[src/rtl/ps2_keyboard_rx_if.sv]
// PS/2 receiver pin/result bundle: raw keyboard pins in, decoded key status out.
// Latency: none, wiring only.
// Backpressure: none; outputs are levels plus single-cycle pulses, nothing stalls.
// Ports: ps2_clk/ps2_data (raw pins), ps2_byte/ps2_state (held key),
//        byte_valid (per accepted frame), frame_err (per rejected frame).
interface ps2_keyboard_rx_if;
    logic       ps2_clk;
    logic       ps2_data;
    logic [7:0] ps2_byte;
    logic       ps2_state;
    logic       byte_valid;
    logic       frame_err;

    // master: the receiver, which samples the pins and reports decoded keys
    modport master (
        input  ps2_clk,
        input  ps2_data,
        output ps2_byte,
        output ps2_state,
        output byte_valid,
        output frame_err
    );

    // slave: the pin driver / key parser side
    modport slave (
        output ps2_clk,
        output ps2_data,
        input  ps2_byte,
        input  ps2_state,
        input  byte_valid,
        input  frame_err
    );
endinterface

[src/rtl/ps2_keyboard_rx.sv]
// PS/2 keyboard receiver: synchronise + glitch-filter pins, deframe, decode make/break/E0.
// Latency: outputs update 1 clk after the filtered STOP edge (filtered edge trails the pin by 2+FILTER_LEN clk).
// Backpressure: none; byte_valid/frame_err are unqualified one-cycle pulses.
// Ports: clk, rst (sync, active-high); bus (master modport): ps2_clk, ps2_data in;
//        ps2_byte, ps2_state, byte_valid, frame_err out.
module ps2_keyboard_rx #(
    parameter int FILTER_LEN     = 8,
    parameter int TIMEOUT_CYCLES = 200000
) (
    input  logic                  clk,
    input  logic                  rst,
    ps2_keyboard_rx_if.master     bus
);
    localparam int FW = $clog2(FILTER_LEN + 1);
    localparam int TW = $clog2(TIMEOUT_CYCLES + 1);

    typedef enum logic [1:0] {IDLE, DATA, PARITY, STOP} state_t;

    logic          clk_s1, clk_s2, dat_s1, dat_s2;
    logic          filt_clk;
    logic [FW-1:0] filt_cnt;
    logic          fall;

    state_t        state;
    logic [2:0]    bit_cnt;
    logic [7:0]    shreg;
    logic          par_bit;
    logic [TW-1:0] to_cnt;
    logic          break_pending;
    logic          ext;
    logic [7:0]    byte_q;
    logic          state_q;
    logic          vld_q;
    logic          err_q;

    // Pins idle high, so the synchronisers reset to 1 to avoid a fake edge.
    always_ff @(posedge clk) begin
        if (rst) begin
            clk_s1 <= 1'b1;
            clk_s2 <= 1'b1;
            dat_s1 <= 1'b1;
            dat_s2 <= 1'b1;
        end else begin
            clk_s1 <= bus.ps2_clk;
            clk_s2 <= clk_s1;
            dat_s1 <= bus.ps2_data;
            dat_s2 <= dat_s1;
        end
    end

    // Filtered clock flips only after FILTER_LEN consecutive samples disagree with it;
    // any agreeing sample restarts the count, so short pulses never get through.
    always_ff @(posedge clk) begin
        if (rst) begin
            filt_clk <= 1'b1;
            filt_cnt <= '0;
        end else if (clk_s2 == filt_clk) begin
            filt_cnt <= '0;
        end else if (filt_cnt == FW'(FILTER_LEN - 1)) begin
            filt_clk <= clk_s2;
            filt_cnt <= '0;
        end else begin
            filt_cnt <= filt_cnt + 1'b1;
        end
    end

    // Cycle on which the filtered clock goes 1->0; data is sampled here.
    assign fall = filt_clk && !clk_s2 && (filt_cnt == FW'(FILTER_LEN - 1));

    always_ff @(posedge clk) begin
        if (rst) begin
            state         <= IDLE;
            bit_cnt       <= '0;
            shreg         <= '0;
            par_bit       <= 1'b0;
            to_cnt        <= '0;
            break_pending <= 1'b0;
            ext           <= 1'b0;
            byte_q        <= 8'h00;
            state_q       <= 1'b0;
            vld_q         <= 1'b0;
            err_q         <= 1'b0;
        end else begin
            vld_q <= 1'b0;
            err_q <= 1'b0;
            if (state == IDLE) begin
                to_cnt <= '0;
                if (fall && !dat_s2) begin
                    state   <= DATA;
                    bit_cnt <= '0;
                end
            end else if (fall) begin
                to_cnt <= '0;
                case (state)
                    DATA: begin
                        shreg   <= {dat_s2, shreg[7:1]};
                        bit_cnt <= bit_cnt + 1'b1;
                        if (bit_cnt == 3'd7) state <= PARITY;
                    end
                    PARITY: begin
                        par_bit <= dat_s2;
                        state   <= STOP;
                    end
                    default: begin
                        state <= IDLE;
                        if (dat_s2 && (^{shreg, par_bit})) begin
                            vld_q <= 1'b1;
                            if (shreg == 8'hF0) begin
                                break_pending <= 1'b1;
                            end else if (shreg == 8'hE0) begin
                                ext <= 1'b1;
                            end else if (shreg == 8'hE1) begin
                                // pause-sequence prefix: counted, otherwise ignored
                            end else if (break_pending) begin
                                // release only matters for the key currently reported
                                if (shreg == byte_q) state_q <= 1'b0;
                                break_pending <= 1'b0;
                                ext           <= 1'b0;
                            end else begin
                                byte_q  <= shreg;
                                state_q <= 1'b1;
                                ext     <= 1'b0;
                            end
                        end else begin
                            err_q <= 1'b1;
                        end
                    end
                endcase
            end else if (to_cnt == TW'(TIMEOUT_CYCLES - 1)) begin
                // keyboard stopped clocking mid-frame: drop the partial byte
                state  <= IDLE;
                to_cnt <= '0;
                err_q  <= 1'b1;
            end else begin
                to_cnt <= to_cnt + 1'b1;
            end
        end
    end

    assign bus.ps2_byte   = byte_q;
    assign bus.ps2_state  = state_q;
    assign bus.byte_valid = vld_q;
    assign bus.frame_err  = err_q;
endmodule

[src/flat_wrapper.sv]
// flat-port wrapper written by rule: the top's interface ports become plain ports
module ps2_keyboard_rx_flat 
#(
    parameter int FILTER_LEN     = 8,
    parameter int TIMEOUT_CYCLES = 200000
)
  (clk, rst, bus_ps2_clk, bus_ps2_data, bus_ps2_byte, bus_ps2_state, bus_byte_valid, bus_frame_err);
  ps2_keyboard_rx_if bus_i ();
  input  logic clk;
  input  logic rst;
  input wire logic [$bits(bus_i.ps2_clk)-1:0] bus_ps2_clk;
  input wire logic [$bits(bus_i.ps2_data)-1:0] bus_ps2_data;
  output wire logic [$bits(bus_i.ps2_byte)-1:0] bus_ps2_byte;
  output wire logic [$bits(bus_i.ps2_state)-1:0] bus_ps2_state;
  output wire logic [$bits(bus_i.byte_valid)-1:0] bus_byte_valid;
  output wire logic [$bits(bus_i.frame_err)-1:0] bus_frame_err;
  assign bus_i.ps2_clk = bus_ps2_clk;
  assign bus_i.ps2_data = bus_ps2_data;
  assign bus_ps2_byte = bus_i.ps2_byte;
  assign bus_ps2_state = bus_i.ps2_state;
  assign bus_byte_valid = bus_i.byte_valid;
  assign bus_frame_err = bus_i.frame_err;
  ps2_keyboard_rx #(.FILTER_LEN(FILTER_LEN), .TIMEOUT_CYCLES(TIMEOUT_CYCLES)) u_core (.clk(clk), .rst(rst), .bus(bus_i));
endmodule
[config.mk]
export PLATFORM = sky130hd
export DESIGN_NAME = ps2_keyboard_rx_flat
export DESIGN_NICKNAME = d
export VERILOG_FILES = /design/src/rtl/ps2_keyboard_rx_if.sv /design/src/rtl/ps2_keyboard_rx.sv /design/src/flat_wrapper.sv
export SDC_FILE = /design/constraint.sdc
export NUM_CORES = 1
export LEC_CHECK = 0
export CAP_MARGIN = 30
export CORE_UTILIZATION = 30
export DETAILED_ROUTE_END_ITERATION = 10
export PLACE_DENSITY = 0.42
export SLEW_MARGIN = 20
export SYNTH_ARGS = -nofsm -noshare
export SYNTH_HDL_FRONTEND = slang
export SYNTH_SLANG_ARGS = --single-unit
[constraint.sdc]
create_clock -name clk -period 2.55 [get_ports clk]
set_clock_uncertainty 0.15 [all_clocks]
set_input_delay 0.255 -clock clk [delete_from_list [all_inputs] [get_ports clk]]
set_output_delay 0.255 -clock clk [all_outputs]
set_load 0.03 [all_outputs]
==> impl_results.md, run 1 <==
* Post-synth EDFFs at 0
* CP max stage cell: or4_1
* Initial core utilization at 31.2%
* Most used DFF post-synth: dfxtp_1
* GP Congestion at 0.762
* Final Critical Period at 2110 ps
* Hold_buf cts at 0
* Adder-Cell Fraction of Synth Area at 4.85%
* Die area at 8970 um^2
* CTS H-tree lvls at 2
* Initial DRT Pass Iterations at 4
* Post-Synth Simple-Gate Area at 25.0%
* # nets final at 324
* Die X at around 95 um
* Routed via count at 2,026
* Skew-Pair Late Insertion Delay at roughly 310 ps
* TritonCTS clock tree: done
* First-pass GRT wire length at 9560 um
* Max-slew violations at 0
* Final Hold Fails at 0
* Setup TNS at 0 ps
* CP startpoint kind: flip-flop
* Rows at 33
* Total Routing Usage GR at 13.7%
* I/O pin count at 15
* Syn_nets at 308
* WP data arrival at 2180 ps
* TritonCTS Buffers at 5
* Worst rel slew slack at a little under three quarters
* Critical path class: reg2reg
* Worst stage delay on the critical path at 510 ps
* Leading area contributor after synthesis: dfxtp_1
* Clock Tree Buf Depth at 2
* Proportion of synthesized area in mux cells at 0.388%
* Yosys warnings at 0
* Worst Max-Slew Pin Slew at 426 ps
* Port bufs at 14
* Initial antenna violation count at 0
* Yosys top cell area share at 41.2%
* Status: completed
* Synth Area in Compound Gates at 10.8%
* Fraction of layout cells with a size suffix above 1 at around 11%
* Placed Cells at 407
* DR DRC count at 0
* Post-synthesis cell area at 2580 um^2
* Peak Freq at 0.474 GHz
* Iteration-0 DRC Markers at 57
* Routed WL at between 5000 and 6000 um
* Asr flop ratio synth at 0%
* Clk sinks at 53
* RSZ-0062 raised after global routing: no
* Antenna cells at 0
* Tightest Hold Check Type: reg2reg
* Clock-pin slew on the worst setup and hold paths at approximately 100 ps
* Vias in the first global route at 1,927
* Post-Synth XOR/XNOR Area at 12.4%
* Cell breakdown of the critical path: or4_1, nor4_1, a31oi_1, nand2b_1, a311oi_1
* Congestion Overflow GR at 0
* CP endpoint kind: flip-flop
* Syn_area_per_cell at 8.77 um^2
* P&R area growth vs syn at 13.9%
* WP data required at 2620 ps
* Hpwl dp at 4050 um
* Sequential area share after synthesis at approximately two fifths
* Post-CTS Resized at 0
* Post-CTS Setup Bufs at 0
* Setup Viol. Count Final at 0
* Final ANT Viol Nets at 0
* Average wire per standard cell at 13.6 um
* Pwr Density at 453 nW/um^2
* Area contributors post-synth: dfxtp_1 (41%), xnor2_1 (5.4%), ha_1 (4.9%)
* Core Region at 8260 um^2
* Peak VDD IR at 0.000188 V
* CTS root buffer: clkbuf_8
* Pin count of the biggest net entering global routing at 18
* Synth Instances at roughly 290
* Synthesized flop and latch total at 53
* Non-filler cells, final at approximately 420
* Vias/cell at 4.87
* Largest family of logic cells by synthesized area: simple AND/OR/NAND/NOR gates
* Final Cycle Share at 82.8%
* Synth cell types at 46
* Maxcap violations at 0
* Die height at about 95 um
* Worst-path fanout max at 6
* Lkg Pwr at 1.04 nW
## cells in the mapped netlist (2+ instances only)
library cell,n
a21oi_1,21
a31oi_1,2
and3_1,4
and4_1,2
and4b_1,2
buf_2,5
buf_4,2
buf_6,2
clkbuf_1,9
dfxtp_1,53
ha_1,10
inv_1,9
nand2_1,26
nand2b_1,2
nand3_1,19
nand4_1,10
nand4b_1,2
nor2_1,29
nor2b_1,3
nor3_1,7
nor3b_1,3
nor4_1,4
o21ai_0,2
o31ai_1,8
o41ai_2,2
or2_2,5
or3_1,3
xnor2_1,16
xnor2_2,2
xor2_1,14
## power breakdown
group	leakage [nW]	internal [mW]	switching (mW)	total (mW)
logic	0.572	0.0104	0.0121	0.0225
clock network	0.0450	0.192	0.285	0.476
registers	0.428	0.830	0.00181	0.832
## area by class of cell
| type | instances | area [um^2] |
|---|---|---|
| Clock buffer | 6 | 72.6 |
| Clock inverter | 2 | 10.0 |
| Fill cell | 873 | 5320 |
| Inverter | 9 | 33.8 |
| Multi-Input combinational cell | 212 | 1380 |
| Sequential cell | 53 | 1060 |
| Tap cell | 105 | 131 |
| Timing Repair Buffer | 29 | 250 |
## worst max-delay path: cells and delay by family, from the launching register on
family / cells / cell delay [ps]
AOI/OAI and AO/OA: 2 / 500
and+or+nand+nor: 3 / 1020
DFF: 1 / 350
## kinds of logic (layout without fill, tap and decap cells)
family                     after synthesis  count (layout)
AOI/OAI and AO/OA                       42              42
DFF                                     53              53
muxes                                    1               1
adders and majority gates               10              10
xor gates and xnor gates                33              33
buffers and inverters                   29              46
and+or+nand+nor                        126             126
## worst paths after layout
kind / start / endpoint / slack (ps) / cells past startpoint
max: u_core.to_cnt[6] / u_core.state[0] / 440 / 5
min: u_core.dat_s1 / u_core.dat_s2 / 270 / 1
min reg2reg: u_core.dat_s1 / u_core.dat_s2 / 270 / 1
max reg2reg: u_core.to_cnt[6] / u_core.state[0] / 440 / 5
## cells in the final DEF (no fill, tap or decap), drive strengths merged, types with 4 or more instances in the layout
cell and count:
dfxtp 53, nor2 29, nand2 27, a21oi 21, nand3 19, xnor2 18, xor2 14, clkdlybuf4s50 14
buf 14, nand4 10, ha 10, inv 9, o31ai 8, nor3 7, clkbuf 7, or2 5
and3 4, nor4 4
## sequential cells by signal (all words and copies together), names as in the netlist
register               cells
u_core.to_cnt             18
u_core.bus.ps2_state       1
u_core.filt_cnt            4
u_core.dat_s2              1
u_core.clk_s1              1
u_core.shreg               8
u_core.state               2
u_core.clk_s2              1
u_core.bus.frame_err       1
u_core.filt_clk            1
u_core.bus.ps2_byte        8
u_core.break_pending       1
u_core.dat_s1              1
u_core.bus.byte_valid      1
u_core.bit_cnt             3
u_core.par_bit             1
## layer usage
metal	track usage (%)	share of wire, %	vias up
met5	0	0	-
met4	4.17	1.1	0
met3	2.90	1.9	6
met2	21.2	44	19
met1	18.9	53	948
li1	-	-	1053
## through the flow
step                hold WS [ps]  power (mW)  setup slack, ps  util, %  instance area [um^2]
finish                       270        1.33              439     35.6                  2940
global route                 279        1.38              244     35.6                  2940
CTS                          271        1.36              326     35.5                  2930
detailed placement           247       0.875              339     34.5                  2850
global placement             244       0.875              389     34.5                  2850
floorplan                    209       0.863              533        -                  2580
No activity file was read; power rests on OpenSTA's default activity.
==> run 2: changes to the inputs <==
--- a/config.mk
+++ b/config.mk
@@ -8,7 +8,7 @@
 export CAP_MARGIN = 30
 export CORE_UTILIZATION = 30
 export DETAILED_ROUTE_END_ITERATION = 10
-export PLACE_DENSITY = 0.42
+export PLACE_DENSITY = 0.43
 export SLEW_MARGIN = 20
 export SYNTH_ARGS = -nofsm -noshare
 export SYNTH_HDL_FRONTEND = slang
==> constraint.sdc (replaced) <==
create_clock -name clk -period 1.9 [get_ports clk]
set_clock_uncertainty 0.15 [all_clocks]
set_input_delay 0.19 -clock clk [delete_from_list [all_inputs] [get_ports clk]]
set_output_delay 0.19 -clock clk [all_outputs]
set_load 0.03 [all_outputs]
==> impl_results.md, run 2 (synthesized netlist as in run 1, its figures left out) <==
* Congestion Overflow GR at 0 (unchanged)
* Hpwl dp at 4290 um (was 4050 um)
* Final ANT Viol Nets at 0 (unchanged)
* Final Cycle Share at 105% (was 82.8%)
* Routed WL at 6160 um (was 5670 um)
* Commonest non-fill, non-tap cell in the layout: dfxtp_1 (unchanged)
* RSZ-0062 raised after global routing: yes (was no)
* CP endpoint kind: flip-flop (unchanged)
* # nets final at 352 (was 324)
* Die area at 8970 um^2 (unchanged)
* Peak VDD IR at 0.000292 V (was 0.000188 V)
* Vias/cell at 4.83 (was 4.87)
* CTS H-tree lvls at 2 (unchanged)
* First-pass GRT wire length at 10,200 um (was 9560 um)
* Commonest cells after routing, fill and taps aside: dfxtp_1 (46), buf_4 (37), nor2_1 (29), nand2_1 (24), a21oi_1 (21) (was dfxtp_1 (53), nor2_1 (29), nand2_1 (26), a21oi_1 (21), nand3_1 (19))
* Worst Max-Slew Pin Slew at 584 ps (was 426 ps)
* Pin count of the biggest net entering global routing at 18 (unchanged)
* Iteration-0 DRC Markers at 73 (was 57)
* Clock-pin slew on the worst setup and hold paths at 110 ps (was 100 ps)
* Final Cell Area at 3420 um^2 (was 2940 um^2)
* DR DRC count at 0 (unchanged)
* Hold_buf cts at 0 (unchanged)
* Final Critical Period at 2000 ps (was 2110 ps)
* GP Congestion at 0.770 (was 0.762)
* Final Hold Fails at 0 (unchanged)
* Pwr Density at 565 nW/um^2 (was 453 nW/um^2)
* Dpl ws at -235 ps (was 339 ps)
* CP startpoint kind: flip-flop (unchanged)
* Clock Tree Buf Depth at 2 (unchanged)
* Initial antenna violation count at 0 (unchanged)
* Failing checks: setup timing
* Initial DRT Pass Iterations at 4 (unchanged)
* Total Routing Usage GR at 14.6% (was 13.7%)
* FF-to-FF path depth at 7 (was 5)
* Maxcap violations at 0 (unchanged)
* Top Layer Used: met4 (unchanged)
* Peak Freq at 0.500 GHz (was 0.474 GHz)
* WP data required at 1960 ps (was 2620 ps)
* Die height at 94.7 um (unchanged)
* Util after Layout at 41.4% (was 35.6%)
* Average wire per standard cell at 13.9 um (was 13.6 um)
* Skew-Pair Late Insertion Delay at 310 ps (about the same)
* Vias in the first global route at 2,122 (was 1,927)
* DP Area at 3040 um^2 (was 2850 um^2)
* Clk sinks at 53 (unchanged)
* Antenna cells at 0 (unchanged)
* Setup Viol. Count Final at 11 (was 0)
* Fraction of layout cells with a size suffix above 1 at 27.1% (was 10.9%)
* Met1 wire length at 3100 um (was 2990 um)
* Met3 routed WL at 153 um (was 108 um)
* WP data arrival at 2060 ps (was 2180 ps)
* Max FFs per register at 18 (unchanged)
* Status: complete, but fails checks (was completed)
* Worst rel slew slack at 60.9% (was 71.3%)
* Filler cells at 849 (was 873)
* WHS Path Cells at 1 (unchanged)
* Rows at 33 (unchanged)
* Max-slew violations at 0 (unchanged)
* Tightest Hold Check Type: reg2reg (unchanged)
* Placed Cells at 431 (was 407)
* Lkg Pwr at 1.27 nW (was 1.04 nW)
* TritonCTS clock tree: done (unchanged)
* Critical path class: reg2reg (unchanged)
* Core Region at 8260 um^2 (unchanged)
* Met2 WL at 2830 um (was 2520 um)
* CTS root buffer: clkbuf_8 (unchanged)
* Routed via count at 2,146 (was 2,026)
* Port bufs at 14 (unchanged)
* Register name with the most flops: u_core.to_cnt (unchanged)
* Worst-path fanout max at 8 (was 6)
* Setup TNS at -787 ps (was 0 ps)
* Worst setup margin at -101 ps (was 439 ps)
* Non-filler cells, final at 444 (was 416)
* TritonCTS Buffers at 5 (unchanged)
* Die X at 94.7 um (unchanged)
* P&R area growth vs syn at 32.5% (was 13.9%)
* Initial core utilization at 31.2% (unchanged)
* I/O pin count at 15 (unchanged)
-- run 2: cell count changes in the layout (fill, tap and decap cells not counted), sizes merged --
cell    delta
clkbuf     -1
clkinv     -1
bufinv     +1
buf       +29
-- run 2: layout make-up --
class                      count  area (um^2)  area share, %
clock inverter                 2         38.8           1.14
clock buffer                   6         72.6           2.12
sequential                    53         1070           31.5
tap                          105          131           3.85
timing repair buffer          57          498           14.6
inverter                       9         33.8          0.989
multi-input combinational    212         1570           45.9
-- run 2: metrics by stage --
step / hold WS (ps) / power (mW)
2_1_floorplan: 144 / 1.16
3_3_place_gp: 242 / 1.18
3_5_place_dp: 248 / 1.18
4_1_cts: 275 / 1.97
5_1_grt: 282 / 2.01
6_report: 270 / 1.93
-- run 2: report_power, final --
| part | internal (mW) | leakage (nW) | switching, mW | total (mW) |
|---|---|---|---|---|
| clock | 0.397 | 0.0554 | 0.388 | 0.784 |
| combinational | 0.0160 | 0.783 | 0.0173 | 0.0333 |
| sequential | 1.11 | 0.431 | 0.00224 | 1.11 |
| total | 1.52 | 1.27 | 0.407 | 1.93 |
-- run 2: metal layers --
metal	vias up	GRT usage, %
met5	-	0
met4	0	4.17
met3	6	2.98
met2	19	22.7
met1	1022	20.4
li1	1099	-
-- run 2: final timing paths --
kind | from | endpoint | slack [ps]
worst max register to register | u_core.par_bit | u_core.bus.ps2_byte[5] | -100
worst min-delay path | u_core.dat_s1 | u_core.dat_s2 | 270
worst min register to register | u_core.dat_s1 | u_core.dat_s2 | 270
worst max-delay path | u_core.par_bit | u_core.bus.ps2_byte[5] | -100
-- run 2: critical path, stage by stage (launching register included) --
cell and delay [ps]:
dfxtp_2 340, xnor2_2 150, xnor3_2 470, buf_6 150, xor2_4 190, buf_8 180
o31ai_2 180, a21oi_1 90
-- run 2: repair_timing --
item	4_1_cts	5_1_grt
setup buffers	3	2
gates resized for setup	20	26
endpoints found under the setup margin	33	32
pin swaps	12	21
==> run 3: changes to the inputs <==
--- a/config.mk
+++ b/config.mk
@@ -6,9 +6,9 @@
 export NUM_CORES = 1
 export LEC_CHECK = 0
 export CAP_MARGIN = 30
-export CORE_UTILIZATION = 30
+export CORE_UTILIZATION = 53
 export DETAILED_ROUTE_END_ITERATION = 10
-export PLACE_DENSITY = 0.43
+export PLACE_DENSITY = 0.71
 export SLEW_MARGIN = 20
 export SYNTH_ARGS = -nofsm -noshare
 export SYNTH_HDL_FRONTEND = slang
==> impl_results.md, run 3 (synthesized netlist as in run 1, its figures left out) <==
* Commonest non-fill, non-tap cell in the layout: dfxtp_1 (unchanged)
* Final Hold Fails at 0 (unchanged)
* Tightest Hold Check Type: reg2reg (unchanged)
* # nets final at 341 (was 352)
* Status: complete, but fails checks (unchanged)
* Initial core utilization at 54.9% (was 31.2%)
* P&R area growth vs syn at 23.3% (was 32.5%)
* Lkg Pwr at 1.19 nW (was 1.27 nW)
* Port bufs at 14 (unchanged)
* Average wire per standard cell at 14.3 um (was 13.9 um)
* Vias in the first global route at 1,990 (was 2,122)
* Filler cells at 384 (was 849)
* Vias/cell at 5.60 (was 4.83)
* Die area at 5150 um^2 (was 8970 um^2)
* Clk sinks at 53 (unchanged)
* Hpwl dp at 3760 um (was 4290 um)
* Final Critical Period at 2050 ps (was 2000 ps)
* Pin count of the biggest net entering global routing at 19 (was 18)
* Worst stage delay on the critical path at 550 ps (was 470 ps)
* CP endpoint kind: flip-flop (unchanged)
* TritonCTS Buffers at 5 (unchanged)
* TritonCTS clock tree: done (unchanged)
* Worst setup margin at -147 ps (was -101 ps)
* Critical path class: reg2reg (unchanged)
* Peak Freq at 0.489 GHz (was 0.500 GHz)
* Max-slew violations at 0 (unchanged)
* Die height at 71.7 um (was 94.7 um)
* Placed Cells at 371 (was 431)
* CTS root buffer: clkbuf_8 (unchanged)
* Initial antenna violation count at 0 (unchanged)
* Final Cycle Share at 108% (was 105%)
* CP Launch Point: u_core.shreg[4] (was u_core.par_bit)
* Fraction of layout cells with a size suffix above 1 at 23.2% (was 27.1%)
* CP max stage cell: xnor3_2 (unchanged)
* Core Region at 4690 um^2 (was 8260 um^2)
* Rows at 25 (was 33)
* Cell breakdown of the critical path: xnor2_2, xnor3_2, xnor2_4, buf_6, and3_4, o22ai_2 (was xnor2_2, xnor3_2, buf_6, xor2_4, buf_8, o31ai_2, a21oi_1)
* CP startpoint kind: flip-flop (unchanged)
* I/O pin count at 15 (unchanged)
* Worst Max-Slew Pin Slew at 571 ps (was 584 ps)
* FF-to-FF path depth at 6 (was 7)
* Reg-to-reg critical path startpoint: u_core.shreg[4] (was u_core.par_bit)
* WHS at 267 ps (was 270 ps)
* Worst-path fanout max at 3 (was 8)
* Pwr Total at 1.81 mW (was 1.93 mW)
* Iteration-0 DRC Markers at 144 (was 73)
* Die X at 71.7 um (was 94.7 um)
* DR DRC count at 0 (unchanged)
* Skew-Pair Late Insertion Delay at 310 ps (about the same)
* Maxcap violations at 0 (unchanged)
* Final ANT Viol Nets at 0 (unchanged)
* WP data arrival at 2080 ps (was 2060 ps)
* Antenna cells at 0 (unchanged)
* Initial DRT Pass Iterations at 4 (unchanged)
* Non-filler cells, final at 382 (was 444)
* Congestion Overflow GR at 0 (unchanged)
* First-pass GRT wire length at 8860 um (was 10,200 um)
* GP Congestion at 0.785 (was 0.770)
* WP data required at 1940 ps (was 1960 ps)
* Worst rel slew slack at 61.8% (was 60.9%)
* Total Routing Usage GR at 21.8% (was 14.6%)
* RSZ-0062 raised after global routing: yes (unchanged)
* Routed via count at 2,139 (was 2,146)
* Hold_buf cts at 0 (unchanged)
* CTS H-tree lvls at 2 (unchanged)
* Commonest cells after routing, fill and taps aside: dfxtp_1 (48), nor2_1 (29), buf_4 (29), nand2_1 (26) (was dfxtp_1 (46), buf_4 (37), nor2_1 (29), nand2_1 (24), a21oi_1 (21))
* Peak VDD IR at 0.000416 V (was 0.000292 V)
* Area of the multi-input gates at 1520 um^2 (was 1570 um^2)
* Kind of cell adding the most delay to the critical path: XOR/XNOR gates (unchanged)
* Setup Viol. Count Final at 12 (was 11)
* Max FFs per register at 18 (unchanged)
* Register name with the most flops: u_core.to_cnt (unchanged)
* Clock Tree Buf Depth at 2 (unchanged)
* Clock-pin slew on the worst setup and hold paths at 100 ps (was 110 ps)
* CP endpoint: u_core.break_pending (was u_core.bus.ps2_byte[5])
* R2R Setup Slk at -150 ps (was -100 ps)
* Pwr Density at 568 nW/um^2 (was 565 nW/um^2)
* FF+latch area at 1070 um^2 (about the same)
* CP Depth at 6 (was 7)
* R2R Path End: u_core.break_pending (was u_core.bus.ps2_byte[5])
* Failing checks: setup timing (unchanged)
* CP bufs+invs at 1 (was 2)
* Routed WL at 5450 um (was 6160 um)
run 3: cell count changes in the layout (fill, tap and decap cells not counted), sizes merged:
cell	previous run	this run
clkinv	1	2
clkbuf	6	5
buf	43	32
inv	9	10
bufinv	1	0
run 3: worst min-delay path by stage:
stage	start	endpoint	slack (ps)	cells past startpoint
floorplan	bus_ps2_clk	u_core.clk_s1	140	1
global placement	u_core.dat_s1	u_core.dat_s2	240	1
detailed placement	u_core.dat_s1	u_core.dat_s2	250	1
CTS	u_core.dat_s1	u_core.dat_s2	270	1
global route	u_core.dat_s1	u_core.dat_s2	280	1
finish	u_core.dat_s1	u_core.dat_s2	270	1
run 3: timing repair:
item                                   CTS  global route
setup endpoints to repair               23            25
resized for setup                       19            17
endpoints found under the hold margin    0             0
pin swaps                                5            19
buffers inserted                         1             3
run 3: layer usage:
| layer | GRT usage (%) | vias to the layer above | wire (um) | part of all wire, % |
|---|---|---|---|---|
| met5 | 0 | - | 0 | 0 |
| li1 | - | 1080 | - | - |
| met2 | 36.1 | 32 | 2720 | 50 |
| met3 | 3.94 | 7 | 129 | 2.4 |
| met1 | 28.8 | 1020 | 2510 | 46 |
| met4 | 7.19 | 0 | 90 | 1.7 |
run 3: layout make-up:
cell class / count / area share [%]
multi-input combinational: 212 / 47.8
sequential: 53 / 33.7
timing repair buffer: 46 / 12.3
clock buffer: 5 / 2.17
tap: 54 / 2.13
inverter: 9 / 1.06
clock inverter: 3 / 0.827
run 3: power breakdown:
part / switching [mW] / internal, mW / total (mW) / leakage (nW)
combinational: 0.0168 / 0.0146 / 0.0314 / 0.705
clock: 0.391 / 0.269 / 0.660 / 0.0487
sequential: 0.00231 / 1.11 / 1.11 / 0.431
total: 0.410 / 1.40 / 1.81 / 1.19
run 3: stage by stage:
stage          area [um^2]  worst slack, ps  utilization, %  TNS (ps)
2_1_floorplan         2580             1.35               -         0
3_3_place_gp          2900             -200            61.8     -1770
3_5_place_dp          2900             -331            61.8     -2590
4_1_cts               3100            -65.6            66.1      -218
5_1_grt               3180             -211            67.7     -2040
6_report              3180             -147            67.7     -1100
